--- config.mk ---
export PLATFORM = sky130hd
export DESIGN_NAME = matmul_tile_scheduler
export DESIGN_NICKNAME = d
export VERILOG_FILES = /design/src/rtl/matmul_tile_scheduler.sv
export SDC_FILE = /design/constraint.sdc
export NUM_CORES = 1
export LEC_CHECK = 0
export CAP_MARGIN = 20
export CORE_UTILIZATION = 49
export DETAILED_ROUTE_END_ITERATION = 8
export PLACE_DENSITY = 0.89
export SYNTH_ARGS = -nofsm -noshare
export SYNTH_HDL_FRONTEND = slang
export SYNTH_SLANG_ARGS = --single-unit
--- constraint.sdc ---
create_clock -name clk -period 2.5 [get_ports clk]
set_input_delay 0.5 -clock clk [delete_from_list [all_inputs] [get_ports clk]]
set_output_delay 0.5 -clock clk [all_outputs]
set_load 0.05 [all_outputs]
--- src/rtl/matmul_tile_scheduler.sv ---
// APB-programmed tile sequencer: walks NUM_TILES tiles through a matmul engine, stepping
// the A/B/C BRAM base addresses by STRIDE per tile and raising DONE/irq at the end.
module matmul_tile_scheduler #(
  parameter int unsigned REG_ADDRWIDTH = 8,
  parameter int unsigned REG_DATAWIDTH = 32,
  parameter int unsigned AWIDTH        = 10
) (
  input  logic                     clk,
  input  logic                     resetn,
  input  logic [REG_ADDRWIDTH-1:0] PADDR,
  input  logic                     PWRITE,
  input  logic                     PSEL,
  input  logic                     PENABLE,
  input  logic [REG_DATAWIDTH-1:0] PWDATA,
  output logic [REG_DATAWIDTH-1:0] PRDATA,
  output logic                     PREADY,
  output logic                     start_mat_mul,
  input  logic                     done_mat_mul,
  output logic [AWIDTH-1:0]        addr_a,
  output logic [AWIDTH-1:0]        addr_b,
  output logic [AWIDTH-1:0]        addr_c,
  output logic                     accumulate,
  output logic                     busy,
  output logic                     irq
);

  localparam logic [REG_ADDRWIDTH-1:0] AddrCtrl   = 'h00;
  localparam logic [REG_ADDRWIDTH-1:0] AddrStatus = 'h04;
  localparam logic [REG_ADDRWIDTH-1:0] AddrBaseA  = 'h08;
  localparam logic [REG_ADDRWIDTH-1:0] AddrBaseB  = 'h0C;
  localparam logic [REG_ADDRWIDTH-1:0] AddrBaseC  = 'h10;
  localparam logic [REG_ADDRWIDTH-1:0] AddrNum    = 'h14;
  localparam logic [REG_ADDRWIDTH-1:0] AddrStride = 'h18;

  typedef enum logic [1:0] {StIdle, StLaunch, StWait, StFinish} state_e;

  state_e              state_q, state_d;
  logic                acc_en_q, acc_en_d;
  logic                irq_en_q, irq_en_d;
  logic                done_q, done_d;
  logic [AWIDTH-1:0]   base_a_q, base_a_d, base_b_q, base_b_d, base_c_q, base_c_d;
  logic [AWIDTH-1:0]   stride_q, stride_d;
  logic [7:0]          num_tiles_q, num_tiles_d;
  logic [7:0]          tile_cnt_q, tile_cnt_d;
  logic [AWIDTH-1:0]   addr_a_q, addr_a_d, addr_b_q, addr_b_d, addr_c_q, addr_c_d;
  logic [REG_DATAWIDTH-1:0] rdata, prdata_d;

  logic wr_en, rd_setup, start_req;
  logic unused_wdata;

  assign wr_en        = PSEL && PENABLE && PWRITE;
  assign rd_setup     = PSEL && !PENABLE && !PWRITE;
  assign PREADY       = PSEL && PENABLE;
  assign busy         = (state_q != StIdle);
  assign start_req    = wr_en && !busy && (PADDR == AddrCtrl) && PWDATA[0];
  assign unused_wdata = ^PWDATA[REG_DATAWIDTH-1:AWIDTH];

  assign start_mat_mul = (state_q == StLaunch);
  // Derived from state so it stays flat from launch through the done cycle.
  assign accumulate    = ((state_q == StLaunch) || (state_q == StWait)) && acc_en_q &&
                         (tile_cnt_q != 8'd0);
  assign addr_a        = addr_a_q;
  assign addr_b        = addr_b_q;
  assign addr_c        = addr_c_q;
  assign irq           = done_q && irq_en_q;

  always_comb begin
    rdata = '0;
    case (PADDR)
      AddrCtrl:   rdata[2:1] = {irq_en_q, acc_en_q};
      AddrStatus: begin
        rdata[0]    = busy;
        rdata[1]    = done_q;
        rdata[15:8] = tile_cnt_q;
      end
      AddrBaseA:  rdata[AWIDTH-1:0] = base_a_q;
      AddrBaseB:  rdata[AWIDTH-1:0] = base_b_q;
      AddrBaseC:  rdata[AWIDTH-1:0] = base_c_q;
      AddrNum:    rdata[7:0] = num_tiles_q;
      AddrStride: rdata[AWIDTH-1:0] = stride_q;
      default:    rdata = '0;
    endcase
  end

  always_comb begin
    state_d     = state_q;
    acc_en_d    = acc_en_q;
    irq_en_d    = irq_en_q;
    done_d      = done_q;
    base_a_d    = base_a_q;
    base_b_d    = base_b_q;
    base_c_d    = base_c_q;
    stride_d    = stride_q;
    num_tiles_d = num_tiles_q;
    tile_cnt_d  = tile_cnt_q;
    addr_a_d    = addr_a_q;
    addr_b_d    = addr_b_q;
    addr_c_d    = addr_c_q;
    prdata_d    = rd_setup ? rdata : PRDATA;

    if (wr_en && !busy) begin
      case (PADDR)
        AddrCtrl: begin
          acc_en_d = PWDATA[1];
          irq_en_d = PWDATA[2];
        end
        AddrBaseA:  base_a_d    = PWDATA[AWIDTH-1:0];
        AddrBaseB:  base_b_d    = PWDATA[AWIDTH-1:0];
        AddrBaseC:  base_c_d    = PWDATA[AWIDTH-1:0];
        AddrNum:    num_tiles_d = PWDATA[7:0];
        AddrStride: stride_d    = PWDATA[AWIDTH-1:0];
        default:    ;
      endcase
    end
    if (wr_en && (PADDR == AddrStatus) && PWDATA[1]) begin
      done_d = 1'b0;
    end

    unique case (state_q)
      StIdle: begin
        if (start_req) begin
          tile_cnt_d = 8'd0;
          addr_a_d   = base_a_q;
          addr_b_d   = base_b_q;
          addr_c_d   = base_c_q;
          done_d     = 1'b0;
          state_d    = (num_tiles_q == 8'd0) ? StFinish : StLaunch;
        end
      end
      StLaunch: state_d = StWait;
      StWait: begin
        if (done_mat_mul) begin
          tile_cnt_d = tile_cnt_q + 8'd1;
          if (tile_cnt_q + 8'd1 == num_tiles_q) begin
            state_d = StFinish;
          end else begin
            addr_a_d = addr_a_q + stride_q;
            addr_b_d = addr_b_q + stride_q;
            if (!acc_en_q) begin
              addr_c_d = addr_c_q + stride_q;
            end
            state_d = StLaunch;
          end
        end
      end
      StFinish: begin
        done_d  = 1'b1;
        state_d = StIdle;
      end
      default: state_d = StIdle;
    endcase
  end

  always_ff @(posedge clk or negedge resetn) begin
    if (!resetn) begin
      state_q     <= StIdle;
      acc_en_q    <= 1'b0;
      irq_en_q    <= 1'b0;
      done_q      <= 1'b0;
      base_a_q    <= '0;
      base_b_q    <= '0;
      base_c_q    <= '0;
      stride_q    <= '0;
      num_tiles_q <= '0;
      tile_cnt_q  <= '0;
      addr_a_q    <= '0;
      addr_b_q    <= '0;
      addr_c_q    <= '0;
      PRDATA      <= '0;
    end else begin
      state_q     <= state_d;
      acc_en_q    <= acc_en_d;
      irq_en_q    <= irq_en_d;
      done_q      <= done_d;
      base_a_q    <= base_a_d;
      base_b_q    <= base_b_d;
      base_c_q    <= base_c_d;
      stride_q    <= stride_d;
      num_tiles_q <= num_tiles_d;
      tile_cnt_q  <= tile_cnt_d;
      addr_a_q    <= addr_a_d;
      addr_b_q    <= addr_b_d;
      addr_c_q    <= addr_c_d;
      PRDATA      <= prdata_d;
    end
  end

endmodule

Word level (Yosys, flattened, before mapping)
Cells that the tools add are included.
Storage, ports and cells
  register bits: 107
  output and inout port bits: 67
  word-level logic and storage cells: 94
Operators by class
  equality and inequality tests: 14
  reduce and logical (&&, ||, !) cells: 32
  add/subtract/negate cells: 4
  muxes and demuxes: 30
Operator list (count)
  10-bit 2-to-1 mux: 10
  10-bit case mux with 2 select lines: 3
  10-bit adder: 3
  5-bit case mux with 5 select lines: 1
  8-bit by 5-bit == test with 1-bit output, second input constant: 3
  8-bit by 4-bit == test with 1-bit output, second input constant: 2
  8-bit zero test: 2
  8-bit 2-to-1 mux: 2
  8-bit case mux with 2 select lines: 1
  2-bit AND reduction: 7
  1-bit logical AND: 12
  1-bit case mux with 6 select lines: 2
  2-bit case mux with 5 select lines: 1
  8-bit by 1-bit adder with 8-bit output, second input constant: 1
  8-bit by 3-bit == test with 1-bit output, second input constant: 1
  8-bit == test: 1
  2-bit 2-to-1 mux: 4
  2-bit != test, second input constant: 4
  2-bit case mux with 4 select lines: 1
  8-bit nonzero test: 1
  1-bit case mux with 7 select lines: 1
  6-bit 2-to-1 mux: 1
  5-bit AND reduction: 1
  2-bit == test, second input constant: 2
  other kinds (9): 13

Longest topological paths before layout
Gate-level depths: netlist (run 1).
  depth in word-level cells: 7
  depth in mapped cells: 12
  mapped depth without buffers: 9

Worst setup path before layout (run 1)
No wires, ideal clock.
  path type: reg2reg
  start point: register addr_a_q[1] (netlist: addr_a[1])
  end point: register addr_a_q[9] (netlist: addr_a[9])
  period minus slack after synthesis: 2.338 ns
  cell stages (with the launch flop): 9
  path buffers: 0
  slack: 0.162 ns
  data required time: 2.369 ns
  data arrival time: 2.206 ns
  library setup time: 0.131 ns
  cell sequence: dfrtp_1 -> ha_1 -> a211oi_1 -> o211ai_1 -> a31o_2 -> a21oi_1 -> xnor2_1 -> nand3b_1 -> nand4_1
On the way
  word-level cells in the longest chain between the ends: 4
Ends and longest elaborated chain
  start: declaration: line 45  | logic [AWIDTH-1:0] addr_a_q, addr_a_d, addr_b_q, addr_b_d, addr_c_q, addr_c_d;
  start signal: assignment: line 181  | addr_a_q <= addr_a_d;
  10-bit adder: line 137  | addr_a_d = addr_a_q + stride_q;
  10-bit 2-to-1 mux: line 134  | if (tile_cnt_q + 8'd1 == num_tiles_q) begin
  10-bit 2-to-1 mux: line 132  | if (done_mat_mul) begin
  10-bit case mux with 2 select lines: line 119  | unique case (state_q)
Every way passes these cells. The select of a mux whose other input is x is not followed.
A chain may end at the register's enable or synchronous reset.

Final worst setup path (run 1)
  start point: register stride_q[1]
  end point: register addr_b_q[9] (netlist: addr_b[9])
On the way
  word-level cells in the longest chain between the ends: 4
Ends and longest elaborated chain
  start: declaration: line 42  | logic [AWIDTH-1:0] stride_q, stride_d;
  start signal: assignment: line 178  | stride_q <= stride_d;
  10-bit adder: line 138  | addr_b_d = addr_b_q + stride_q;
  10-bit 2-to-1 mux: line 134
  10-bit 2-to-1 mux: line 132
  10-bit case mux with 2 select lines: line 119
  end signal: assignment: line 182  | addr_b_q <= addr_b_d;
  end: declaration: line 45
Every way passes these cells. The select of a mux whose other input is x is not followed.

==> results of run 1 <==
-- worst paths after layout --
kind,startpoint,cells after the start,end,slack (ns)
max in group asynchronous,resetn,2,irq_en_q$_DFFE_PN0N_,1.70
worst max register to register,stride_q[1]$_DFFE_PN0P_,8,addr_b[9]$_DFFE_PN0P_,0.04
min in group clk,PRDATA[15]$_DFFE_PN0P_,2,PRDATA[15]$_DFFE_PN0P_,0.48
worst min-delay path,resetn,1,addr_a[7]$_DFFE_PN0P_,0.11
worst max-delay path,stride_q[1]$_DFFE_PN0P_,8,addr_b[9]$_DFFE_PN0P_,0.04
worst min register to register,PRDATA[15]$_DFFE_PN0P_,2,PRDATA[15]$_DFFE_PN0P_,0.48
-- synthesized netlist by cell type, drive strengths merged (8+ instances only) --
library cell	instances
a21oi	38
a22oi	8
a31oi	11
a32oi	9
buf	33
clkbuf	13
dfrtp	107
ha	34
inv	13
mux2	47
mux2i	17
nand2	44
nand3	32
nand4	18
nor2	60
nor3	11
o21ai	31
xnor2	23
-- kinds of logic after synthesis --
group / count (synthesis)
compound gates: 150
fa+ha+maj: 37
other cells: 1
xor+xnor: 29
mux: 65
flops: 107
buf+inv: 59
simple gates: 202
-- layout make-up --
cell class,count,area (um2),area share [%]
clock inverters,6,58.8,0.724
flip-flops and latches,107,2680,33.0
clock buffers,10,229,2.82
multi-input cells,499,3630,44.7
repair buffers,132,1260,15.5
well taps,172,215,2.65
inverters,13,48.8,0.601
-- power by group --
group / total, W / leakage, nW / switching, W / internal [W]
Clock: 0.00141 / 0.136 / 0.000711 / 0.000697
Sequential: 0.00227 / 1.42 / 0.000270 / 0.00200
Combinational: 0.00354 / 2.09 / 0.00221 / 0.00133
-- what timing repair did --
| item | CTS | global route |
|---|---|---|
| gates resized for setup | 1 | 14 |
| pin swaps | 0 | 0 |
| endpoints found under the setup margin | 1 | 33 |
| buffers inserted | 0 | 1 |
-- placed cells by master, fill, tap and decap left out, types with 4 or more instances in the layout --
master / instances
dfrtp_1: 106
clkdlybuf4s50_1: 70
nor2_1: 54
buf_4: 53
mux2_2: 45
nand2_1: 42
a21oi_1: 36
nand3_1: 31
ha_1: 31
o21ai_0: 30
xnor2_1: 23
nand4_1: 18
mux2i_1: 17
conb_1: 16
inv_1: 11
nor3_1: 11
a31oi_1: 11
a32oi_1: 9
clkbuf_16: 9
a22oi_1: 8
a222oi_1: 7
buf_12: 7
a21o_1: 6
nor2_2: 5
xor2_1: 5
and2_1: 4
nand2b_1: 4
nand3b_1: 4
o211ai_1: 4
nor2b_1: 4
a211oi_1: 4
-- sequential cells by signal, indices dropped and copies added (netlist names) --
signal	flops
PRDATA	16
addr_a	10
addr_b	10
addr_c	10
base_a_q	10
base_b_q	10
base_c_q	10
stride_q	10
num_tiles_q	8
tile_cnt_q	8
state_q	2
acc_en_q	1
done_q	1
irq_en_q	1
-- through the flow --
step | setup WS [ns] | cell area (um2)
2_1_floorplan | 0.162 | 6620
3_3_place_gp | -0.174 | 7770
3_5_place_dp | -0.220 | 7770
4_1_cts | 0.0527 | 8070
5_1_grt | -0.0389 | 8120
6_report | 0.0446 | 8120
-- critical path, delay by kind of cell (launching register included) --
family	cells	cell delay, ns
compound gates	4	1.13
flops	1	0.45
fa+ha+maj	1	0.34
simple gates	2	0.22
xor+xnor	1	0.19
-- metal layers --
metal	up-vias	track usage [%]
met5	-	0
met4	0	11.8
met3	59	4.31
met2	369	43.5
met1	2822	36.9
li1	2610	-
==> flow_metrics.tcl, run 1 <==
set metrics [dict create \
    place.gp.congestion 0.937 \
    clockRootBuffer "clkbuf_16" \
    worst_slew_margin_rel_pct 57.5 \
    run_status "complete, no violations" \
    sinks_on_the_clock_net 107 \
    filler_cell_count 974 \
    finalNetCount 845 \
    pin_count_of_the_biggest_net_entering_global_routing 50 \
    topRoutingLayerUsed "met4" \
    grtUsageTotal_pct 27.3 \
    synth_seq_area_share_pct 40.8 \
    routedLengthMet1_um 7690 \
    die_area_um2 13900 \
    synth_top_family_by_area "simple AND/OR/NAND/NOR gates" \
    antenna_left 0 \
    total_wirelength_um 19000 \
    detail_route.drc_violations 0 \
    min_period_over_period_pct 98.2 \
    finalCriticalPeriod_ns 2.46 \
    dr_total_vias 5860 \
    async_flop_share_pct 100 \
    boundaryPins 113 \
    synthMuxAreaShare_pct 11.1 \
    fp.dieW_um 118 \
    crit_path_max_fanout 4 \
    worst_path_largest_cell_delay_ns 0.45 \
    syn_area_um2 6560 \
    portBuffers 74 \
    final_cell_count_no_fill 939 \
    utilization_pct 63.3 \
    synth-compound-area-share_pct 15.4 \
    final.hold.worst_slack_ns 0.112 \
    tightest_slew_ns 0.635 \
    synth.top_cells.by_area "dfrtp_1, mux2_2, ha_1" \
    critical_path.slowest_cell "dfrtp_1" \
    initial_cell_density_of_the_core_pct 51.2 \
    via_per_inst 6.24 \
    fp-row-count 41 \
    final-max-slew-violation-count 0 \
    number_of_antenna_violations_at_the_first_check_in_global_routing 0 \
    antennaDiodeCount 0 \
    hold_violations 0 \
    cts-root-to-sink-buffers 2 \
    clk_pin_slew_worst_paths_ns 0.08 \
    total_placed_cells_including_tap_cells 922 \
    synth.largest_area_cell "dfrtp_1" \
    synth_flop_cell "dfrtp_1" \
    synth_cell_types 68 \
    worstPathCellList "ha_1, a211oi_2, o211ai_1, a31o_2, a21oi_1, xnor2_1, nand3b_1, nand4_1" \
    finalClockSkew_ns 0.0131 \
    maxClockFrequency_mhz 407 \
    post_cts_hold_buffer_count 0 \
    h-tree-depth 3 \
    area_delta_synth_final_pct 23.8 \
    post_synth_xor_area_fraction_pct 4.08 \
    dpl_wire_length_um 13500 \
    syn_area_per_cell_um2 10.1 \
    postSynthCellCount 650 \
    final_layout_size_suffix_gt1_share_pct 20.2 \
    final-setup-viol-count 0 \
    max-vdd-ir-drop_mv 0.622 \
    power.leakage_nw 3.64 \
    dr_wl_met3_um 1770 \
    synth_simple_gate_area_share_pct 15.8 \
    setup.worst_path.end_class "flip-flop" \
    synth_enable_flop_cells 0 \
    post_synthesis_sequential_element_count 107 \
    synth-adder-area-share_pct 7.40 \
    power_w 0.00722 \
    totalNegativeSetupSlack_ns 0 \
    power_density_nw_per_um2 889 \
    data_required_time_of_the_worst_path_ns 2.73 \
    routed-wl-met2_um 8880 \
    grt_overflow_total 0 \
    grt_pass1_vias 5631 \
    detailedRoute.firstIterationViolations 664 \
    wl_per_cell_um 20.2 \
    die-height_um 118 \
    worstSkewPairLatency_ns 0.36 \
    detailedRoute.firstPassIterationCount 8 \
    core-area_um2 12800 \
    netlist.area_leader.share_pct 40.8 \
    crit_type "flip-flop to flip-flop" \
    ys_warns 0 \
    crit_path_start_kind "flip-flop" \
    numCtsBuffers 9 \
    worstPathArrival_ns 2.69 \
    timing.max_cap.violations 0 \
    first_pass_grt_wire_length_um 29700 \
    hold_path_class "primary input to asynchronous set/reset pin" \
    clock_tree_from_tritoncts "built" \
]
Note: power is estimated with default switching activity, not from simulation.
==> run 2, diff against run 1 <==
--- a/config.mk
+++ b/config.mk
@@ -6,9 +6,10 @@
 export NUM_CORES = 1
 export LEC_CHECK = 0
 export CAP_MARGIN = 20
-export CORE_UTILIZATION = 49
+export CORE_UTILIZATION = 54
 export DETAILED_ROUTE_END_ITERATION = 8
-export PLACE_DENSITY = 0.89
+export HOLD_SLACK_MARGIN = 0.1
+export PLACE_DENSITY = 0.92
 export SYNTH_ARGS = -nofsm -noshare
 export SYNTH_HDL_FRONTEND = slang
 export SYNTH_SLANG_ARGS = --single-unit
==> constraint.sdc (replaced) <==
create_clock -name clk -period 2.8 [get_ports clk]
set_input_delay 0.56 -clock clk [delete_from_list [all_inputs] [get_ports clk]]
set_output_delay 0.56 -clock clk [all_outputs]
set_load 0.05 [all_outputs]
==> run 2 against run 1 <==
The run now ends with DRC left. Largest cell class unchanged. Flip-flop and latch count unchanged. Clock power decreased by 8%. Design area decreased by 3.5%. First-iteration DRC count decreased by 5.0%. Core utilization increased by 4.2 points. Die area decreased by 9.1%. Critical path depth decreased by 4. Routed wire length increased by 0.19%. Non-clock buffer count decreased by 20. Critical path type is now flip-flop to output port. Sequential share of layout area increased by 1.2 points. Via count unchanged.
==> flow_metrics.tcl, run 2 (same netlist as run 1, synthesis figures left out) <==
set metrics [dict create \
    clk_pin_slew_worst_paths_ns 0.08 \
    worstPathCellList "inv_1, ha_1, inv_1, clkdlybuf4s50_1" \
    hold_violations 0 \
    largest_reg_flops 16 \
    intPower_w 0.00359 \
    portBuffers 74 \
    initial_cell_density_of_the_core_pct 56.5 \
    clockRootBuffer "clkbuf_16" \
    fp.dieW_um 112 \
    multi_input_area_um2 3590 \
    post_cts_resized 0 \
    finalWorstSetupSlack_ns 0.0965 \
    hold_path_class "primary input to asynchronous set/reset pin" \
    place_worst_setup_slack_ns 0.0204 \
    final-max-slew-violation-count 0 \
    clockPowerShare_pct 20.1 \
    dr_total_vias 5860 \
    maxClockFrequency_mhz 370 \
    antennaDiodeCount 0 \
    switching_share_pct 44.4 \
    wl_per_cell_um 21.4 \
    sinks_on_the_clock_net 107 \
    grt_overflow_total 0 \
    boundaryPins 113 \
    comb_power_share_pct 48.2 \
    seq_area_um2 2680 \
    filler_cell_count 853 \
    detailedRoute.firstIterationViolations 631 \
    power.leakage_nw 3.52 \
    h-tree-depth 3 \
    post_cts_hold_buffer_count 0 \
    final-setup-viol-count 0 \
    place.gp.congestion 0.943 \
    critical_path.slowest_cell "clkdlybuf4s50_1" \
    finalNetCount 825 \
    grt_pass1_vias 5789 \
    via_per_inst 6.58 \
    total_placed_cells_including_tap_cells 874 \
    area_delta_synth_final_pct 19.5 \
    worstPathArrival_ns 2.14 \
    die_area_um2 12600 \
    grtUsageTotal_pct 31.1 \
    grt_setup_unrepaired "no" \
    run_status "finished with violations" \
    final_common_cell "dfrtp_1" \
    finalClockSkew_ns 0.0104 \
    detail_route.drc_violations 4 \
    dpl_wire_length_um 13600 \
    core-area_um2 11600 \
    clock_tree_from_tritoncts "built" \
    postCtsSetupBuffers 0 \
    timing.max_cap.violations 0 \
    tightest_slew_ns 0.654 \
    crit_type "flip-flop to output port" \
    first_pass_grt_wire_length_um 30400 \
    worst_slew_margin_rel_pct 56.3 \
    power_density_nw_per_um2 824 \
    final.hold.worst_slack_ns 0.205 \
    layout_common_cells "dfrtp_1, clkdlybuf4s50_1, nor2_1" \
    number_of_antenna_violations_at_the_first_check_in_global_routing 0 \
    crit_path_max_fanout 4 \
    max-vdd-ir-drop_mv 0.552 \
    total_wirelength_um 19000 \
    worstSkewPairLatency_ns 0.36 \
    seq_power_share_pct 31.7 \
    crit_path_start_kind "flip-flop" \
    violations "DRC" \
    crit_top_cell "inv_1" \
    data_required_time_of_the_worst_path_ns 2.24 \
    largest_register "PRDATA" \
    antenna_left 0 \
    final_cell_count_no_fill 890 \
    detailedRoute.firstPassIterationCount 9 \
    totalNegativeSetupSlack_ns 0 \
    cts-root-to-sink-buffers 2 \
    final_layout_size_suffix_gt1_share_pct 16.5 \
    numCtsBuffers 9 \
    die-height_um 112 \
    min_period_over_period_pct 96.6 \
    fp-row-count 39 \
    finalCriticalPeriod_ns 2.70 \
    net-switching-power_w 0.00287 \
    pin_count_of_the_biggest_net_entering_global_routing 49 \
    setup.worst_path.end_class "output port" \
    worst_path_largest_cell_delay_ns 0.83 \
]
run 2: area by class of cell:
type / instances / area share, %
sequential: 107 / 34.2
clock buffer: 10 / 3.05
multi-input combinational: 499 / 45.8
clock inverter: 6 / 0.830
tap: 143 / 2.28
timing repair buffer: 112 / 13.3
inverter: 13 / 0.622
run 2: final timing paths:
| kind | from | endpoint | slack [ns] | depth (start not counted) |
|---|---|---|---|---|
| worst max-delay path | state_q[0]$_DFFE_PN0P_ | busy | 0.1 | 4 |
| worst min-delay path | resetn | addr_a[7]$_DFFE_PN0P_ | 0.21 | 1 |
| worst max register to register | stride_q[0]$_DFFE_PN0P_ | addr_b[8]$_DFFE_PN0P_ | 0.15 | 9 |
| worst min register to register | PRDATA[12]$_DFFE_PN0P_ | PRDATA[12]$_DFFE_PN0P_ | 0.48 | 2 |
| max in group asynchronous | resetn | tile_cnt_q[2]$_DFFE_PN0P_ | 1.77 | 2 |
| min in group clk | PRDATA[12]$_DFFE_PN0P_ | PRDATA[12]$_DFFE_PN0P_ | 0.48 | 2 |
run 2: through the flow:
step	cell area (um2)	utilization (%)	total power, W
after floorplan	6620	-	0.00413
after global placement	7540	64.9	0.00497
after detailed placement	7540	64.9	0.00512
after CTS	7840	67.5	0.00643
after global routing	7840	67.5	0.00674
final	7840	67.5	0.00646
run 2: power by group through the flow:
stage                     logic [W]  registers [W]  clock network (W)
after floorplan             0.00149        0.00264                  0
after global placement      0.00292        0.00205                  0
after detailed placement    0.00305        0.00206                  0
after CTS                   0.00309        0.00204            0.00130
after global routing        0.00330        0.00208            0.00137
final                       0.00311        0.00205            0.00130
run 2: per-layer routing:
metal	part of all wire, %	GRT usage (%)	wire (um)	vias up
li1	-	-	-	2558
met1	39	40.7	7440	2852
met2	48	51.2	9060	377
met3	9.8	5.29	1860	73
met4	3.6	13.2	678	0
met5	0	0	0	-
run 2: worst max-delay path, delay by kind of cell (launching register included):
kind	cells	cell delay, ns
adder cells (fa/ha/maj)	1	0.27
buffers and inverters	3	1.11
flip-flops	1	0.41
==> run 3, diff against run 2 <==
--- a/config.mk
+++ b/config.mk
@@ -10,6 +10,7 @@
 export DETAILED_ROUTE_END_ITERATION = 8
 export HOLD_SLACK_MARGIN = 0.1
 export PLACE_DENSITY = 0.92
+export SKIP_LAST_GASP = 1
 export SYNTH_ARGS = -nofsm -noshare
 export SYNTH_HDL_FRONTEND = slang
 export SYNTH_SLANG_ARGS = --single-unit
==> results of run 3 <==
Final layout, timing and power as in run 2 (identical DEF).
==> patch (flow settings as in run 2) <==
Make the reset (`resetn`) synchronous in one clocked block.
--- a/src/rtl/matmul_tile_scheduler.sv
+++ b/src/rtl/matmul_tile_scheduler.sv
@@ -152,5 +152,5 @@
   end
 
-  always_ff @(posedge clk or negedge resetn) begin
+  always_ff @(posedge clk) begin
     if (!resetn) begin
       state_q     <= StIdle;
Formal check against the unedited RTL: differs if resetn is asserted again (counterexample within 4 cycles, from zero or initial values and one cycle with resetn low); with resetn held inactive, the same outputs for 4 cycles.
==> patch against run 2 <==
  * The run still ends with DRC left
  * Cell area fell by 1.7%
  * Hold slack improved by 0.26 ns
  * Die area fell by 0.52%
  * Worst setup slack improved by 0.043 ns
  * Wire length rose by 1.4%
  * Sequential cell count did not move
  * Area after synthesis fell by 0.53%
  * Critical path type is now register to register
  * Largest cell class unchanged
  * Highest routed layer unchanged
Power is not compared: it rests on default switching activity, and its combinational part moved more than twofold at a synthesized area within 25%.
==> patch: results (changes against run 2) <==
<table>
<tr><th>Metric</th><th>Value</th></tr>
<tr><th colspan="2">Outcome</th></tr>
<tr><td>Result of the run</td><td>finished with violations</td></tr>
<tr><td>Violated checks</td><td>DRC</td></tr>
<tr><th colspan="2">Final layout</th></tr>
<tr><td>Count of filler cells inserted in the layout</td><td>852 (-0.12%)</td></tr>
<tr><td>Final Instance Area</td><td>7710 um2 (-1.7%)</td></tr>
<tr><td>Share of layout cells above drive strength 1</td><td>10.1% (-6.4 points)</td></tr>
<tr><td>Number of nets at the end of the flow</td><td>902 (+9.3%)</td></tr>
<tr><th colspan="2">Yosys</th></tr>
<tr><td>Proportion of register bits with asynchronous set or reset after synthesis</td><td>0% (-100 points)</td></tr>
<tr><td>Fraction of synthesized cell area in xor and xnor cells</td><td>3.84% (-0.25 points)</td></tr>
<tr><td>Compound-gate portion of the synthesized area</td><td>22.4% (+7.0 points)</td></tr>
<tr><td>Post-synth top flop</td><td>sky130_fd_sc_hd__dfxtp_1</td></tr>
<tr><td>Mux contribution to synthesized area</td><td>10.1% (-1.0 points)</td></tr>
<tr><td>List of most frequent post-synthesis cells</td><td>sky130_fd_sc_hd__dfxtp_1 (107), sky130_fd_sc_hd__nor2_1 (73), sky130_fd_sc_hd__a21oi_1 (62)</td></tr>
<tr><td>Number of library cell types mapped by synthesis</td><td>72 (+5.9%)</td></tr>
<tr><td>Sequential-to-total area share from yosys stat</td><td>32.8% (-8.0 points)</td></tr>
<tr><th colspan="2">Setup path</th></tr>
<tr><td>CP arrival</td><td>2.93 ns (+0.79 ns)</td></tr>
<tr><td>Reg2Reg Depth</td><td>7 (-2)</td></tr>
<tr><th colspan="2">Detailed routing</th></tr>
<tr><td>Total number of vias</td><td>6312 (+7.7%)</td></tr>
<tr><td>Final routed wirelength across all metal layers</td><td>19.3 mm (+1.4%)</td></tr>
<tr><td>First-pass DRT Iterations</td><td>7 (-2)</td></tr>
<tr><td>Drc violations</td><td>8 (+4)</td></tr>
<tr><th colspan="2">Worst hold path</th></tr>
<tr><td>Path category of the worst min-delay check</td><td>register to register</td></tr>
<tr><th colspan="2">Timing</th></tr>
<tr><td>Relative slew slack</td><td>60.9% (+4.6 points)</td></tr>
<tr><td>Worst Skew</td><td>0.0110 ns (+0.000600 ns)</td></tr>
<tr><th colspan="2">Placement</th></tr>
<tr><td>Final weighted congestion of routability-driven global placement</td><td>0.954 (+1.1%)</td></tr>
<tr><th colspan="2">Global routing</th></tr>
<tr><td>Via count of the first global-routing pass</td><td>5991 (+3.5%)</td></tr>
<tr><td>Total routing usage reported by global routing</td><td>31.0% (-0.064 points)</td></tr>
</table>
## patch: cell types whose count changed after synthesis, sizes merged, moves of 13 or more
| cell | change |
|---|---|
| dfrtp | -107 |
| dfxtp | +107 |
| mux2i | +42 |
| mux2 | -41 |
| a21oi | +25 |
| a211oi | +23 |
| clkbuf | +16 |
| nor2 | +15 |
| o21ai | +15 |
| nand2 | +13 |
| nand4 | -13 |
## patch: final cells by class
cell class	instances	area share, %
multi-input combinational	587	52.5
sequential	107	27.8
timing repair buffer	106	13.3
clock buffer	9	2.92
tap	143	2.32
clock inverter	7	0.795
inverter	8	0.389
## patch: where the power goes
part           leakage (uW)  total, uW  switching [uW]  internal, uW
logic               0.00186       1080             711           369
registers          0.000864       1630            53.8          1570
clock network      0.000143       1250             627           621
total               0.00287       3950            1390          2560
## patch: kinds of logic after synthesis
kind of cell               Yosys count
buffers and inverters               74
DFF                                107
adders and majority gates           37
muxes                               65
AOI/OAI and AO/OA                  217
and+or+nand+nor                    225
other                                1
xor gates and xnor gates            27
## patch: what timing repair did
| item | in CTS | in global routing |
|---|---|---|
| setup buffers | 0 | 0 |
| gates resized for setup | 0 | 1 |
| endpoints found under the setup margin | 0 | 2 |
## patch: worst paths after layout
path | to | slack [ns]
worst max-delay path | addr_b[5] | 0.14
worst min-delay path | PRDATA[15] | 0.46
worst max register to register | addr_b[5] | 0.14
worst min register to register | PRDATA[15] | 0.46
## patch: worst max-delay path: stages (launching register included)
cell,delay (ns)
sky130_fd_sc_hd__dfxtp_1,0.46
sky130_fd_sc_hd__ha_1,0.38
sky130_fd_sc_hd__nand3_2,0.17
sky130_fd_sc_hd__o31a_1,0.35
sky130_fd_sc_hd__nor4b_4,0.28
sky130_fd_sc_hd__and4_1,0.48
sky130_fd_sc_hd__nor2_4,0.19
sky130_fd_sc_hd__a211oi_1,0.26
## patch: metrics by stage
stage	cells	hold slack, ns	power [uW]	worst slack, ns
after global routing	967	0.484	4080	0.00121
after global placement	951	0.444	2690	0.133
final	967	0.461	3950	0.140
after detailed placement	951	0.453	2710	0.0759
after CTS	967	0.464	3930	0.184
after floorplan	768	0.444	2410	0.483
## patch: routing by layer
layer / vias up / global-route usage, % / part of all wire [%] / routed length [um]
li1: 2872 / - / - / -
met1: 2949 / 41.3 / 41 / 7900
met2: 395 / 48.4 / 45 / 8690
met3: 96 / 4.14 / 9.1 / 1770
met4: 0 / 17.7 / 5.0 / 963
met5: - / 0 / 0 / 0
